===== config.mk =====
export PLATFORM = sky130hd
export DESIGN_NAME = pid_cntrl_pipe
export DESIGN_NICKNAME = d
export VERILOG_FILES = /design/src/rtl/pid_cntrl_pipe.sv
export SDC_FILE = /design/constraint.sdc
export NUM_CORES = 1
export LEC_CHECK = 0
export ABC_AREA = 1
export CAP_MARGIN = 20
export CORE_ASPECT_RATIO = 0.6
export CORE_MARGIN = 1
export CORE_UTILIZATION = 44
export CTS_CLUSTER_SIZE = 12
export DETAILED_ROUTE_END_ITERATION = 10
export GPL_TIMING_DRIVEN = 0
export SYNTH_ARGS = -nofsm -noshare
export SYNTH_HDL_FRONTEND = slang
export SYNTH_SLANG_ARGS = --single-unit

===== constraint.sdc =====
create_clock -name clk -period 8.1 [get_ports clk]
set_clock_uncertainty 0.1 [all_clocks]
set_input_delay 1.215 -clock clk [delete_from_list [all_inputs] [get_ports clk]]
set_output_delay 1.215 -clock clk [all_outputs]
set_load 0.005 [all_outputs]

===== src/rtl/pid_cntrl_pipe.sv =====
// Two-stage pipelined PID balance controller with runtime gains and a power/ramp FSM.
// Optional output slew limiting is compiled in when SLEW_LMT_EN is defined.
module pid_cntrl_pipe #(
    parameter int IN_W      = 16,
    parameter int ERR_W     = 10,
    parameter int INT_W     = 18,
    parameter int OUT_W     = 12,
    parameter int TMR_W     = 27,
    parameter int FAST_SIM  = 1,
    parameter int SLEW_STEP = 16
) (
    input  logic                    clk,
    input  logic                    rst_n,
    input  logic                    vld,
    input  logic                    pwr_up,
    input  logic                    rider_off,
    input  logic signed [IN_W-1:0]  ptch,
    input  logic signed [IN_W-1:0]  ptch_rt,
    input  logic        [5:0]       kp,
    input  logic        [3:0]       d_shft,
    output logic signed [OUT_W-1:0] PID_cntrl,
    output logic                    cntrl_vld,
    output logic                    sat,
    output logic        [7:0]       ss_tmr
);

    // Handshake: vld is a single-cycle sample strobe with no back-pressure;
    // cntrl_vld is a single-cycle strobe two cycles after each accepted vld.

    localparam int P_W   = ERR_W + 7;
    localparam int D_W   = IN_W - 3;
    localparam int I_W   = INT_W - 3;
    // Kept wide enough that full-scale gains cannot wrap before saturation.
    localparam int SUM_W = (OUT_W + 4 > P_W + 2) ? OUT_W + 4 : P_W + 2;

    localparam logic [TMR_W-1:0] RAMP_STEP = (FAST_SIM != 0) ? TMR_W'(256) : TMR_W'(1);

    localparam logic signed [IN_W-1:0]  ERR_MAX = IN_W'((1 << (ERR_W - 1)) - 1);
    localparam logic signed [IN_W-1:0]  ERR_MIN = ~ERR_MAX;
    localparam logic signed [INT_W-1:0] I_MAX   = INT_W'((1 << (I_W - 1)) - 1);
    localparam logic signed [INT_W-1:0] I_MIN   = ~I_MAX;
    localparam logic signed [SUM_W-1:0] OUT_MAX = SUM_W'((1 << (OUT_W - 1)) - 1);
    localparam logic signed [SUM_W-1:0] OUT_MIN = ~OUT_MAX;

    typedef enum logic [1:0] {
        IDLE = 2'd0,
        RAMP = 2'd1,
        RUN  = 2'd2
    } state_t;

    state_t                  state;
    logic [TMR_W-1:0]        tmr;
    logic                    ss_full;
    logic                    active;

    logic signed [INT_W-1:0] integrator;
    logic signed [P_W-1:0]   p_reg;
    logic signed [D_W-1:0]   d_reg;
    logic                    s1_vld;

    logic signed [ERR_W-1:0] err;
    logic signed [P_W-1:0]   err_x;
    logic signed [P_W-1:0]   kp_x;
    logic signed [P_W-1:0]   p_nxt;
    logic signed [IN_W-1:0]  rt_shf;
    logic signed [D_W-1:0]   d_nxt;
    logic signed [INT_W-1:0] int_add;
    logic signed [INT_W-1:0] int_sum;
    logic                    int_ovf;

    logic signed [INT_W-1:0] int_shf;
    logic signed [I_W-1:0]   i_term;
    logic signed [SUM_W-1:0] sum;
    logic signed [OUT_W-1:0] sat_val;
    logic                    sat_clip;
    logic signed [OUT_W-1:0] out_nxt;
    logic                    sat_nxt;

    assign ss_tmr  = tmr[TMR_W-1 -: 8];
    assign ss_full = &ss_tmr;
    // Datapath runs only while powered and already out of IDLE; a falling
    // pwr_up kills the pipeline on the same edge the FSM returns to IDLE.
    assign active  = (state != IDLE) && pwr_up;

    // Stage 1 combinational terms
    always_comb begin
        if (ptch > ERR_MAX)
            err = ERR_MAX[ERR_W-1:0];
        else if (ptch < ERR_MIN)
            err = ERR_MIN[ERR_W-1:0];
        else
            err = ptch[ERR_W-1:0];
    end

    assign err_x   = P_W'(err);
    assign kp_x    = P_W'(kp);
    assign p_nxt   = err_x * kp_x;
    assign rt_shf  = ptch_rt >>> d_shft;
    assign d_nxt   = D_W'(-rt_shf);
    assign int_add = INT_W'(err);
    assign int_sum = integrator + int_add;
    assign int_ovf = (integrator[INT_W-1] == int_add[INT_W-1]) &&
                     (int_sum[INT_W-1] != integrator[INT_W-1]);

    // Integrator scaling into the I term
    always_comb begin
        if (FAST_SIM != 0) begin
            int_shf = integrator >>> 1;
            if (int_shf > I_MAX)
                i_term = I_MAX[I_W-1:0];
            else if (int_shf < I_MIN)
                i_term = I_MIN[I_W-1:0];
            else
                i_term = int_shf[I_W-1:0];
        end else begin
            int_shf = integrator >>> 6;
            i_term  = int_shf[I_W-1:0];
        end
    end

    // Stage 2 sum and output saturation
    always_comb begin
        sum = SUM_W'(p_reg) + SUM_W'(i_term) + SUM_W'(d_reg);
        if (sum > OUT_MAX) begin
            sat_val  = OUT_MAX[OUT_W-1:0];
            sat_clip = 1'b1;
        end else if (sum < OUT_MIN) begin
            sat_val  = OUT_MIN[OUT_W-1:0];
            sat_clip = 1'b1;
        end else begin
            sat_val  = sum[OUT_W-1:0];
            sat_clip = 1'b0;
        end
    end

`ifdef SLEW_LMT_EN
    localparam logic signed [OUT_W:0] SLEW = (OUT_W + 1)'(SLEW_STEP);
    logic signed [OUT_W:0] slew_diff;

    // Step limited against the last emitted word, which IDLE/reset force to 0.
    always_comb begin
        slew_diff = (OUT_W + 1)'(sat_val) - (OUT_W + 1)'(PID_cntrl);
        out_nxt   = sat_val;
        sat_nxt   = sat_clip;
        if (slew_diff > SLEW) begin
            out_nxt = PID_cntrl + OUT_W'(SLEW_STEP);
            sat_nxt = 1'b1;
        end else if (slew_diff < -SLEW) begin
            out_nxt = PID_cntrl - OUT_W'(SLEW_STEP);
            sat_nxt = 1'b1;
        end
    end
`else
    assign out_nxt = sat_val;
    assign sat_nxt = sat_clip;
`endif

    // Power / soft-start FSM
    always_ff @(posedge clk or negedge rst_n) begin
        if (!rst_n) begin
            state <= IDLE;
            tmr   <= '0;
        end else begin
            case (state)
                IDLE: begin
                    tmr <= '0;
                    if (pwr_up)
                        state <= RAMP;
                end
                RAMP: begin
                    if (!pwr_up) begin
                        state <= IDLE;
                        tmr   <= '0;
                    end else if (ss_full) begin
                        state <= RUN;
                    end else begin
                        tmr <= tmr + RAMP_STEP;
                    end
                end
                default: begin
                    if (!pwr_up) begin
                        state <= IDLE;
                        tmr   <= '0;
                    end
                end
            endcase
        end
    end

    // Two-stage datapath
    always_ff @(posedge clk or negedge rst_n) begin
        if (!rst_n) begin
            integrator <= '0;
            p_reg      <= '0;
            d_reg      <= '0;
            s1_vld     <= 1'b0;
            PID_cntrl  <= '0;
            cntrl_vld  <= 1'b0;
            sat        <= 1'b0;
        end else if (!active) begin
            integrator <= '0;
            s1_vld     <= 1'b0;
            PID_cntrl  <= '0;
            cntrl_vld  <= 1'b0;
            sat        <= 1'b0;
        end else begin
            s1_vld    <= vld;
            cntrl_vld <= s1_vld;
            if (vld) begin
                p_reg <= p_nxt;
                d_reg <= d_nxt;
            end
            if (rider_off)
                integrator <= '0;
            else if (vld && !int_ovf)
                integrator <= int_sum;
            if (s1_vld) begin
                PID_cntrl <= out_nxt;
                sat       <= sat_nxt;
            end
        end
    end

endmodule


==> impl_metrics.csv <==
group,metric,value,unit
die,initial_core_util,0.459,
setup_path,worst-setup-path-type,"input port to flop",
timing,final_max_slew_viol_count,0,
logic_synthesis,async_flop_share,1.00,
timing,setup_violations,0,
logic_synthesis,synth_warnings,0,
clocking,cts_tree,"built",
logic_synthesis,avgSynthCellArea,7.00,µm²
global_route,grt-ovfl-total,0,
routing,drtIter0Drc,734,
setup_path,required,8250,ps
layout,drive_gt1_frac,0.0491,
setup_path,cp_data_arrival_time,7150,ps
pwr,clkPwrFrac,0.180,
clocking,cts-htree-levels,3,
setup_path,crit_chain,"clkdlybuf4s50_1, or2_2, o41ai_1, inv_1, o21ai_1, nor2_1, fa_1, fa_1, fa_1, inv_1, fa_1, inv_1, ha_1, a21o_1, a21oi_1, o21ai_0, a31oi_1, inv_1, or2_2, nand3_1, nand2_1",
flow_run,drv_cap,0,
timing,grt_setup_unrepaired,"no",
die,die_y,115,µm
layout,multi_input_area,6250,µm²
placement,hpwlAfterDp,21400,µm
setup_path,crit_slowest_cell,"o21ai_1",
global_route,grt_pass1_vias,8086,
die,io_pins,69,
die,num_rows,40,
setup_path,critPathCaptureType,"flop",
pwr,p_per_area,218,nW/µm²
logic_synthesis,synth_area_leaders,"dfrtp_1 22%, nand2_1 15%, fa_1 13%, ha_1 9.3%, inv_1 8.9%",
layout,most-common-layout-cells,"371 x nand2_1, 222 x inv_1, 120 x nand3_1, 104 x nor2_1, 84 x dfrtp_1",
global_route,grt_max_degree,63,
timing,fin_tns_setup,0,ps
routing,wl,25600,µm
outcome,status,"completed",
setup_path,crit_family,"adder cells",
placement,gp_congestion,0.929,
setup_path,crit_buf_inv,5,
global_route,antenna_found_initial,0,
layout,final_common_cell,"nand2_1",
setup_path,crit_fanout,8,
logic_synthesis,synth-edff-count,0,
pwr,combPwrFrac,0.595,
clocking,worstSkewPairLatency,350,ps
die,core,20500,µm²
logic_synthesis,netlist_instances,1343,
die,die_area,22000,µm²
layout,layout.nets,1600,
pwr,peakVddDrop,0.000119,V
routing,ant_nets,0,
setup_path,max_stage_delay,620,ps
layout,largest_reg_flops,19,
clocking,post_cts_resized,0,
timing,worst_pin_slew,773,ps
logic_synthesis,synth_top_area_frac,0.224,
clocking,postCtsSetupRepairBufs,0,
placement,io_buffers,66,
clocking,cts_sinks,84,
clocking,cts_root_buffer,"clkbuf_16",
clocking,cts_buffers,9,
worst_hold_path,hp-class,"flop to flop",
logic_synthesis,syn_area,9400,µm²
routing,post_drt_wl_per_cell,15.1,µm
logic_synthesis,yosysTopAreaCell,"dfrtp_1",
pwr,power_frac_seq,0.225,
routing,vias,8745,
pwr,p_int,0.00120,W
setup_path,crit_path_start_kind,"input port",
timing,max_freq,143,MHz
timing,hold_viol_final,0,
clocking,clk_pin_slew,80,ps
global_route,grt_first_pass_wirelength,42500,µm
layout,fillCellCount,2044,
die,die_x,191,µm
logic_synthesis,synth_seq_cells,84,
layout,diodes,0,
logic_synthesis,ys_seq_area_frac,0.224,
timing,period_minus_slack,7010,ps
layout,syn2layout_area_growth,14.0,%
global_route,grt_usage,0.249,
logic_synthesis,syn_nets,1522,
pwr,switching_power,0.00113,W
clocking,cts_buffer_depth,2,
timing,fin_crit_sh,0.865,
clocking,ctsHoldBuffers,0,
routing,firstDrtPassIters,5,
timing,relSlewSlack,0.479,
layout,utilization,0.523,
pwr,p_leak,5.70,nW
layout,seqCellArea,2100,µm²
logic_synthesis,ys.flop_type,"dfrtp_1",
logic_synthesis,yosysUniqueCellTypes,49,
routing,vias_per_cell,5.15,
pwr,switching_share,0.485,
routing,post-route-drc-count,0,
## power groups by stage
stage	sequential, W	clock (W)	combinational (W)
final	0.000526	0.000419	0.00139
after global routing	0.000534	0.000448	0.00159
after CTS	0.000527	0.000429	0.00138
after detailed placement	0.000534	0	0.00137
after global placement	0.000536	0	0.00135
after floorplan	0.000522	0	0.00100
## area by class of cell
cell class                 count  share of cell area
multi-input combinational    997               0.584
sequential                    84               0.196
inverter                     228              0.0799
timing repair buffer          67              0.0640
tap                          273              0.0319
clock buffer                   9              0.0210
buffer                        34              0.0174
clock inverter                 7             0.00607
## cell families (layout without fill, tap and decap cells)
group,count (synthesis),in the layout,share of synthesized area
simple gates,657,657,0.296
buf+inv,262,345,0.111
compound gates,169,169,0.107
fa+ha+maj,132,132,0.225
flops,84,84,0.224
xor+xnor,39,39,0.0364
## metrics by stage
stage | area [µm²] | hold slack, ps | total power [W] | setup slack, ps | instances
2_1_floorplan | 9400 | 349 | 0.00153 | 1850 | 1343
3_3_place_gp | 10400 | 374 | 0.00189 | 775 | 1682
3_5_place_dp | 10400 | 372 | 0.00190 | 768 | 1683
4_1_cts | 10700 | 391 | 0.00234 | 1130 | 1699
5_1_grt | 10700 | 409 | 0.00257 | 760 | 1699
6_report | 10700 | 390 | 0.00233 | 1090 | 1699
## path summary, 6_finish.rpt
| path | startpoint | end | slack, ps | cells past startpoint |
|---|---|---|---|---|
| worst max-delay path | ptch[9] | p_reg[12]$_DFFE_PN0P_ | 1090 | 21 |
| worst min-delay path | PID_cntrl[1]$_DFFE_PN0P_ | PID_cntrl[1]$_DFFE_PN0P_ | 390 | 2 |
| worst min register to register | PID_cntrl[1]$_DFFE_PN0P_ | PID_cntrl[1]$_DFFE_PN0P_ | 390 | 2 |
| max in group asynchronous | rst_n | integrator[15]$_DFFE_PN0P_ | 6620 | 2 |
| min in group asynchronous | rst_n | d_reg[7]$_DFFE_PN0P_ | 660 | 1 |
| worst max register to register | integrator[15]$_DFFE_PN0P_ | PID_cntrl[9]$_DFFE_PN0P_ | 4040 | 17 |
## worst min-delay path, stage by stage, from the launching register on
cell     delay, ps
dfrtp_1        350
nand2_1         50
nand2_1         50
## synthesized netlist by cell type, types with 12 or more instances
master / instances
clkbuf_1: 15
ha_1: 70
nand4_1: 21
a21oi_1: 49
nor3_1: 12
xor2_1: 23
nand2_1: 371
fa_1: 62
o21ai_0: 59
inv_1: 222
nor2_1: 104
nand3_1: 120
o211ai_1: 13
dfrtp_1: 84
xnor2_1: 16
## layer usage
| metal | GRT usage | share of wire | wire length [µm] |
|---|---|---|---|
| met1 | 0.417 | 0.58 | 14800 |
| met2 | 0.325 | 0.36 | 9200 |
| met3 | 0.0455 | 0.058 | 1490 |
| met4 | 0.0299 | 0.0055 | 141 |
| met5 | 0 | 0 | 0 |
No activity file was read; power rests on OpenSTA's default activity.
